File: config.mk
export PLATFORM = sky130hd
export DESIGN_NAME = sym_player
export DESIGN_NICKNAME = d
export VERILOG_FILES = /design/src/rtl/sym_player.sv
export SDC_FILE = /design/constraint.sdc
export NUM_CORES = 1
export LEC_CHECK = 0
export ABC_CLOCK_PERIOD_IN_PS = 4000
export CAP_MARGIN = 20
export CORE_UTILIZATION = 40
export CTS_BUF_LIST = sky130_fd_sc_hd__clkbuf_8
export DETAILED_ROUTE_END_ITERATION = 6
export PLACE_DENSITY = 0.67
export REMOVE_ABC_BUFFERS = 1
export SETUP_SLACK_MARGIN = 0.1
export SYNTH_ARGS = -nofsm -noshare
export SYNTH_HDL_FRONTEND = slang
export SYNTH_SLANG_ARGS = --single-unit
File: constraint.sdc
create_clock -name clk -period 4 [get_ports clk]
set_input_delay 0.4 -clock clk [delete_from_list [all_inputs] [get_ports clk]]
set_output_delay 0.4 -clock clk [all_outputs]
set_load 0.02 [all_outputs]
File: src/rtl/sym_player.sv
// rtl/sym_player.sv - plays a programmed word as held 2-bit symbols with a start/busy/done handshake
// Optional SYM_PLAYER_CHK_EN: predicts the driven FSM's state and flags divergence on mismatch.
module sym_player #(
  parameter int         WORD_W   = 16,
  parameter int         HOLD     = 4,
  parameter logic [1:0] IDLE_SYM = 2'b00,
  localparam int        N        = WORD_W / 2,
  localparam int        IDX_W    = (N > 1) ? $clog2(N) : 1,
  localparam int        CNT_W    = (HOLD > 1) ? $clog2(HOLD) : 1
) (
  input  logic              clk,
  input  logic              reset,
  input  logic              start,
  input  logic              abort,
  input  logic [WORD_W-1:0] word,
  output logic [1:0]        sym,
  output logic [IDX_W-1:0]  sym_idx,
  output logic              busy,
  output logic              done,
  input  logic [2:0]        state_in,
  output logic              mismatch
);

  typedef enum logic [1:0] {S_IDLE, S_PLAY, S_DONE} state_t;

  state_t            state_q;
  logic [1:0]        sym_q;
  logic [IDX_W-1:0]  idx_q;
  logic [CNT_W-1:0]  cnt_q;
  logic [WORD_W-1:0] shreg_q;
  logic [WORD_W-1:0] shreg_d;
  logic              busy_q;
  logic              done_q;

  assign shreg_d = shreg_q << 2;

  always_ff @(posedge clk) begin
    if (reset) begin
      state_q <= S_IDLE;
      sym_q   <= IDLE_SYM;
      idx_q   <= '0;
      cnt_q   <= '0;
      shreg_q <= '0;
      busy_q  <= 1'b0;
      done_q  <= 1'b0;
    end else begin
      case (state_q)
        S_IDLE: begin
          sym_q  <= IDLE_SYM;
          busy_q <= 1'b0;
          done_q <= 1'b0;
          if (start && !abort) begin
            state_q <= S_PLAY;
            shreg_q <= word;
            sym_q   <= word[WORD_W-1 -: 2];
            cnt_q   <= '0;
            idx_q   <= '0;
            busy_q  <= 1'b1;
          end
        end
        S_PLAY: begin
          if (abort) begin
            state_q <= S_IDLE;
            sym_q   <= IDLE_SYM;
            idx_q   <= '0;
            cnt_q   <= '0;
            busy_q  <= 1'b0;
          end else if (cnt_q == CNT_W'(HOLD - 1)) begin
            cnt_q <= '0;
            if (idx_q == IDX_W'(N - 1)) begin
              state_q <= S_DONE;
              sym_q   <= IDLE_SYM;
              busy_q  <= 1'b0;
              done_q  <= 1'b1;
            end else begin
              shreg_q <= shreg_d;
              sym_q   <= shreg_d[WORD_W-1 -: 2];
              idx_q   <= idx_q + IDX_W'(1);
            end
          end else begin
            cnt_q <= cnt_q + CNT_W'(1);
          end
        end
        S_DONE: begin
          // Single-cycle state: start is deliberately not sampled here.
          state_q <= S_IDLE;
          sym_q   <= IDLE_SYM;
          idx_q   <= '0;
          done_q  <= 1'b0;
        end
        default: begin
          state_q <= S_IDLE;
          sym_q   <= IDLE_SYM;
          busy_q  <= 1'b0;
          done_q  <= 1'b0;
        end
      endcase
    end
  end

  assign sym     = sym_q;
  assign sym_idx = idx_q;
  assign busy    = busy_q;
  assign done    = done_q;

`ifdef SYM_PLAYER_CHK_EN
  // Code 7 stands for the internal 3* state, which the FSM shows as 3.
  localparam logic [2:0] P_3S = 3'd7;

  logic [2:0] pred_q;
  logic [2:0] pred_d;
  logic [2:0] vis;
  logic       mismatch_q;

  always_comb begin
    pred_d = 3'd0;
    case (pred_q)
      3'd0: pred_d = (sym_q == 2'd1) ? 3'd2 : (sym_q == 2'd3) ? 3'd5 : 3'd1;
      3'd1: pred_d = (sym_q[1] == 1'b0) ? 3'd2 : 3'd3;
      3'd2: pred_d = (sym_q == 2'd0) ? 3'd0 : (sym_q == 2'd1) ? 3'd4 :
                     (sym_q == 2'd2) ? P_3S : 3'd3;
      3'd3: pred_d = (sym_q == 2'd3) ? 3'd5 : 3'd2;
      3'd4: pred_d = (sym_q == 2'd0) ? 3'd0 : 3'd3;
      3'd5: pred_d = (sym_q == 2'd0) ? 3'd0 : (sym_q == 2'd3) ? 3'd6 : 3'd3;
      3'd6: pred_d = (sym_q == 2'd0) ? 3'd0 : 3'd3;
      default: pred_d = (sym_q == 2'd2) ? 3'd1 : (sym_q == 2'd3) ? 3'd3 : 3'd2;
    endcase
  end

  assign vis = (pred_q == P_3S) ? 3'd3 : pred_q;

  always_ff @(posedge clk) begin
    if (reset) begin
      pred_q     <= 3'd0;
      mismatch_q <= 1'b0;
    end else begin
      pred_q <= pred_d;
      if (busy_q && (state_in != vis)) mismatch_q <= 1'b1;
    end
  end

  assign mismatch = mismatch_q;
`else
  logic unused_state_in;
  assign unused_state_in = ^state_in;
  assign mismatch        = 1'b0;
`endif

endmodule
==> reports/metrics.cfg, run 1 <==
[pwr]
p_per_area_nw_per_um2 = 326
power_leakage_nw = 0.632
clkPwrFrac_pct = 31.5
p_sw_w = 0.000133
seqPwrFrac_pct = 52.5
ir_drop_uv = 346
p_int_w = 0.000376
swShare_pct = 26.2
combPwrFrac_pct = 16.0
power_w = 0.000509

[clocking]
numClockSinks = 25
cts_resized = 0
path_clk_slew_ns = 0.10
cts_max_level = 1
cts_setup_buffers = 0
cts_buffers = 3
cts-root-buf = clkbuf_8
cts_tree = built
ctsHoldBuffers = 0
clock_latency_ns = 0.27
clockBufferDepth = 2

[yosys]
synth_largest_area_cell = dfxtp_1
synth_area_um2 = 1230
yosysTopAreaCellShare_pct = 40.5
yosysWarnings = 0
synth_area_leaders = dfxtp_1, mux2i_1, a211oi_2, nor2_1, ha_1
ys_seq_area_share_pct = 40.5
synth.avg_cell_area_um2 = 9.36
ys_ff_latch = 25
yosysUniqueCellTypes = 33
synth_cells = 132

[sta]
finalCritPeriodShare_pct = 53.4
finClkSkew_ns = 0.00485
finalHoldViolCount = 0
drv_slew = 0
rsz0062_at_grt = false
setup_viol = 0
tightest_slew_ns = 1.01
slew_headroom_pct = 33.0
holdWs_ns = 0.470
fmax_mhz = 468
tns_ns = 0
period_needed_ns = 2.14

[routing]
drc_errors = 4
wl_um = 2400
routedWlPerCell_um = 12.9
antenna_left = 0
via_count = 1008
vias_per_cell = 5.42
initialDrtViolationCount = 37
drtPass1Iterations = 6

[placement]
io_buffers = 26
dpl.hpwl_um = 1650
place_congestion = 0.761

[finish]
final_common_cell = clkdlybuf4s50_1
final_cell_mix = clkdlybuf4s50_1, dfxtp_1, nor2_1
nets = 183
drive_above_1_share_pct = 11.6
area_growth_pct = 26.2
diodes = 0

[global_route]
track_usage_pct = 15.1
first_global_vias = 920
grt_pass1_wl_um = 3920
globalRouteOverflowTotal = 0
antenna_found_initial = 0
grt_max_degree = 27

[critical_path]
critPathMaxStageDelay_ns = 0.53
end_kind = flop
worstPathMaxFanout = 16
cpMaxStageDelayCell = a211oi_4
worstPathArrival_ns = 2.34
cp_common_cell = ha_1
cp.required_ns = 4.20
crit_type = reg -> reg
start_kind = flop
cp_cell_sequence = ha_1 -> ha_1 -> nand3b_2 -> a211oi_4 -> buf_8 -> nor2_1 -> a211oi_2

[die]
row_count = 19
start_util_pct = 43.7
dieHeight_um = 57.6
ioPinCount = 31
die_area_um2 = 3310
die_w_um = 57.6
core_um2 = 2830

[outcome]
violations = design-rule violations
status = complete, but fails checks

[worst_hold_path]
hp-class = reg -> reg

[run]
max_cap_violations = 0

==> cell families (layout without fill, tap and decap cells) <==
logic type      after synthesis  in the layout  share of synthesized area, %
flops                        25             25                          40.5
mux                          12             12                          9.73
other cells                   1              1                         0.304
simple gates                 44             44                          16.9
compound gates               36             36                          24.0
buf+inv                      10             33                          4.46
fa+ha+maj                     4              4                          4.05
==> per-stage QoR <==
stage                     worst slack, ns  std cells  utilization [%]  area [µm²]
after global routing                 1.69        186             55.1        1560
after floorplan                      1.83        123                -        1180
after global placement               1.61        180             52.4        1480
final                                1.86        186             55.1        1560
after detailed placement             1.52        180             52.4        1480
after CTS                            1.53        184             54.2        1530
==> final timing paths <==
| kind | start | to | slack (ns) | cells past startpoint |
|---|---|---|---|---|
| worst max-delay path | sym_idx[0] | shreg_q[6] | 1.86 | 7 |
| worst min-delay path | sym[1] | sym[1] | 0.47 | 2 |
| worst max register to register | sym_idx[0] | shreg_q[6] | 1.86 | 7 |
| worst min register to register | sym[1] | sym[1] | 0.47 | 2 |
==> layout make-up <==
class,count,area (µm²)
inverters,1,3.75
clock buffers,3,41.3
multi-input cells,97,679
clock inverters,1,8.76
well taps,31,38.8
repair buffers,28,287
flip-flops and latches,25,500
fillers,276,1270
==> registers in the layout (all words and copies together) (netlist names) <==
signal	count
busy	1
cnt_q	2
done	1
shreg_q	14
state_q	2
sym	2
sym_idx	3
==> worst max-delay path, delay by kind of cell (launching register included) <==
family	cells	cell delay, ns
flops	1	0.35
fa+ha+maj	2	0.45
compound gates	2	0.72
simple gates	2	0.31
buf+inv	1	0.23
==> power groups by stage <==
stage               Clock (W)  Combinational [W]  Sequential, W
global route         0.000172          0.0000890       0.000269
CTS                  0.000168          0.0000789       0.000267
floorplan                   0          0.0000424       0.000273
global placement            0          0.0000765       0.000273
detailed placement          0          0.0000787       0.000273
finish               0.000160          0.0000812       0.000267
==> synthesized netlist by cell type, drive strengths merged <==
| cell | n |
|---|---|
| dfxtp | 25 |
| nor2 | 21 |
| a211oi | 13 |
| mux2i | 12 |
| a21oi | 8 |
| buf | 6 |
| nand2 | 5 |
| nand2b | 5 |
| nor3 | 5 |
| ha | 4 |
| o21ai | 4 |
| clkbuf | 3 |
| nand3 | 3 |
| a22oi | 2 |
| a31oi | 2 |
| o211ai | 2 |
| o21ba | 2 |
| a211o | 1 |
| a21o | 1 |
| conb | 1 |
| inv | 1 |
| nand3b | 1 |
| nor2b | 1 |
| nor3b | 1 |
| o21bai | 1 |
| or3 | 1 |
| or3b | 1 |
==> per-layer routing <==
| metal | GRT usage, % | routed length, µm |
|---|---|---|
| met1 | 18.6 | 1150 |
| met2 | 25.7 | 1140 |
| met3 | 4.99 | 114 |
| met4 | 2.79 | 0 |
| met5 | 0 | 0 |
Note: power is estimated with default switching activity, not from simulation.
==> run 2: changes to the inputs <==
--- a/config.mk
+++ b/config.mk
@@ -5,7 +5,7 @@
 export SDC_FILE = /design/constraint.sdc
 export NUM_CORES = 1
 export LEC_CHECK = 0
-export ABC_CLOCK_PERIOD_IN_PS = 4000
+export ABC_CLOCK_PERIOD_IN_PS = 2000
 export CAP_MARGIN = 20
 export CORE_UTILIZATION = 40
 export CTS_BUF_LIST = sky130_fd_sc_hd__clkbuf_8
==> constraint.sdc (replaced) <==
create_clock -name clk -period 2 [get_ports clk]
set_input_delay 0.2 -clock clk [delete_from_list [all_inputs] [get_ports clk]]
set_output_delay 0.2 -clock clk [all_outputs]
set_load 0.02 [all_outputs]
==> reports/metrics.cfg, run 2 (synthesis results as in run 1) <==
[outcome]
status = complete, but fails checks  ; unchanged
violations = design-rule violations  ; unchanged

[sta]
rsz0062_at_grt = false  ; unchanged
period_needed_ns = 1.80  ; was 2.14 ns
fmax_mhz = 556  ; was 468 MHz
drv_slew = 0  ; unchanged
setup_viol = 0  ; unchanged
finalHoldViolCount = 0  ; unchanged
holdWs_ns = 0.467  ; was 0.470 ns
finClkSkew_ns = 0.000896  ; was 0.00485 ns
finalCritPeriodShare_pct = 90.0  ; was 53.4%

[critical_path]
cp_cell_sequence = ha_1 -> ha_2 -> nand3b_2 -> a211oi_4 -> buf_6 -> clkbuf_16 -> nor2_1 -> a211oi_1  ; was ha_1 -> ha_1 -> nand3b_2 -> a211oi_4 -> buf_8 -> nor2_1 -> a211oi_2
critPathMaxStageDelay_ns = 0.35  ; was 0.53 ns
end_kind = flop  ; unchanged
worstPathMaxFanout = 6  ; was 16
start_kind = flop  ; unchanged
cp.required_ns = 2.19  ; was 4.20 ns
reg2reg_slack_ns = 0.20  ; was 1.86 ns
cpMaxStageDelayCell = dfxtp_2  ; was a211oi_4
worstPathArrival_ns = 1.99  ; was 2.34 ns
crit_type = reg -> reg  ; unchanged

[pwr]
seqPwrFrac_pct = 52.4  ; was 52.5%
swShare_pct = 25.6  ; was 26.2%
p_sw_w = 0.000261  ; was 0.000133 W
power_w = 0.00102  ; was 0.000509 W
clkPwrFrac_pct = 29.6  ; was 31.5%
p_per_area_nw_per_um2 = 618  ; was 326 nW/µm²
p_int_w = 0.000760  ; was 0.000376 W
power_leakage_nw = 0.678  ; was 0.632 nW
ir_drop_uv = 336  ; was 346 µV
combPwrFrac_pct = 18.0  ; was 16.0%

[routing]
wl_um = 2610  ; was 2400 µm
antenna_left = 0  ; unchanged
drtPass1Iterations = 7  ; was 6
drc_errors = 3  ; was 4
via_count = 1029  ; was 1008
vias_per_cell = 5.33  ; was 5.42
routedWlPerCell_um = 13.5  ; was 12.9 µm
initialDrtViolationCount = 26  ; was 37

[global_route]
first_global_vias = 928  ; was 920
antenna_found_initial = 0  ; unchanged
track_usage_pct = 15.8  ; was 15.1%
grt_max_degree = 27  ; unchanged
globalRouteOverflowTotal = 0  ; unchanged
grt_pass1_wl_um = 4080  ; was 3920 µm

[clocking]
cts_tree = built  ; unchanged
clock_latency_ns = 0.27  ; about the same
cts-root-buf = clkbuf_8  ; unchanged
clockBufferDepth = 2  ; unchanged
numClockSinks = 25  ; unchanged
cts_buffers = 3  ; unchanged
ctsHoldBuffers = 0  ; unchanged
cts_max_level = 1  ; unchanged
path_clk_slew_ns = 0.09  ; was 0.10 ns

[die]
die_w_um = 57.6  ; unchanged
die_area_um2 = 3310  ; unchanged
dieHeight_um = 57.6  ; unchanged
ioPinCount = 31  ; unchanged
start_util_pct = 43.7  ; unchanged
row_count = 19  ; unchanged
core_um2 = 2830  ; unchanged

[finish]
diodes = 0  ; unchanged
multi_input_area_um2 = 682  ; was 679 µm²
final_common_cell = clkdlybuf4s50_1  ; unchanged
nFillCells = 260  ; was 276
nets = 190  ; was 183
drive_above_1_share_pct = 16.0  ; was 11.6%
area_growth_pct = 33.6  ; was 26.2%
final_cell_mix = clkdlybuf4s50_1, dfxtp_1, nor2_1  ; unchanged
largest_register_ffs = 14  ; unchanged
stdcell_count = 193  ; was 186
largest-register = shreg_q  ; unchanged
register_area_um2 = 502  ; was 500 µm²

[placement]
place_inst = 186  ; was 180
place_congestion = 0.732  ; was 0.761
dpl.hpwl_um = 1830  ; was 1650 µm
io_buffers = 26  ; unchanged

[run]
max_cap_violations = 0  ; unchanged

[worst_hold_path]
hp-class = reg -> reg  ; unchanged

run 2: cell count changes in the layout (fill, tap and decap cells not counted):
cell	previous run	this run
clkbuf_16	0	2
buf_4	0	5
dfxtp_1	25	24
inv_6	1	0
buf_8	1	0
buf_12	0	1
ha_1	4	3
dfxtp_2	0	1
ha_2	0	1
inv_1	1	2
run 2: routing by layer:
layer | wire length, µm | vias to the layer above | global-route usage, %
met4 | 0 | 0 | 4.88
li1 | - | 527 | -
met3 | 95 | 0 | 2.04
met1 | 1200 | 481 | 20.2
met2 | 1320 | 21 | 27.6
met5 | 0 | - | 0
run 2: stage by stage:
step | instance area, µm² | utilization [%] | worst slack, ns | setup TNS, ns
after detailed placement | 1540 | 54.4 | 0.140 | 0
after floorplan | 1180 | - | -0.174 | -2.32
after global routing | 1650 | 58.3 | 0.104 | 0
after CTS | 1590 | 56.0 | 0.104 | 0
after global placement | 1540 | 54.4 | 0.171 | 0
final | 1650 | 58.3 | 0.201 | 0
run 2: worst paths after layout:
kind	depth (start not counted)	start	to
worst max-delay path	8	sym_idx[0]	shreg_q[8]
worst max register to register	8	sym_idx[0]	shreg_q[8]
worst min-delay path	2	sym[0]	sym[0]
worst min register to register	2	sym[0]	sym[0]
run 2: timing repair:
item | 4_1_cts | 5_1_grt
gates resized for setup | 0 | 3
setup buffers | 0 | 1
endpoints found under the setup margin | 0 | 14
run 2: cell type report:
class                   instances  area share (%)
clock buffers                   3            2.50
clock inverters                 1           0.227
inverters                       1           0.227
multi-input cells              97            41.3
flip-flops and latches         25            30.4
well taps                      31            2.35
repair buffers                 35            23.0
run 2: power groups by stage:
stage	clock, W	sequential (W)	combinational (W)
floorplan	0	0.000546	0.0000847
global placement	0	0.000545	0.000164
detailed placement	0	0.000546	0.000168
CTS	0.000307	0.000535	0.000169
global route	0.000333	0.000538	0.000199
finish	0.000302	0.000535	0.000184
run 2: worst max-delay path: cells and delay by family, from the launching register on:
| family | cells | cell delay, ns |
|---|---|---|
| AOI/OAI and AO/OA | 2 | 0.40 |
| adders and majority gates | 2 | 0.42 |
| buffers and inverters | 2 | 0.30 |
| DFF | 1 | 0.35 |
| and+or+nand+nor | 2 | 0.26 |
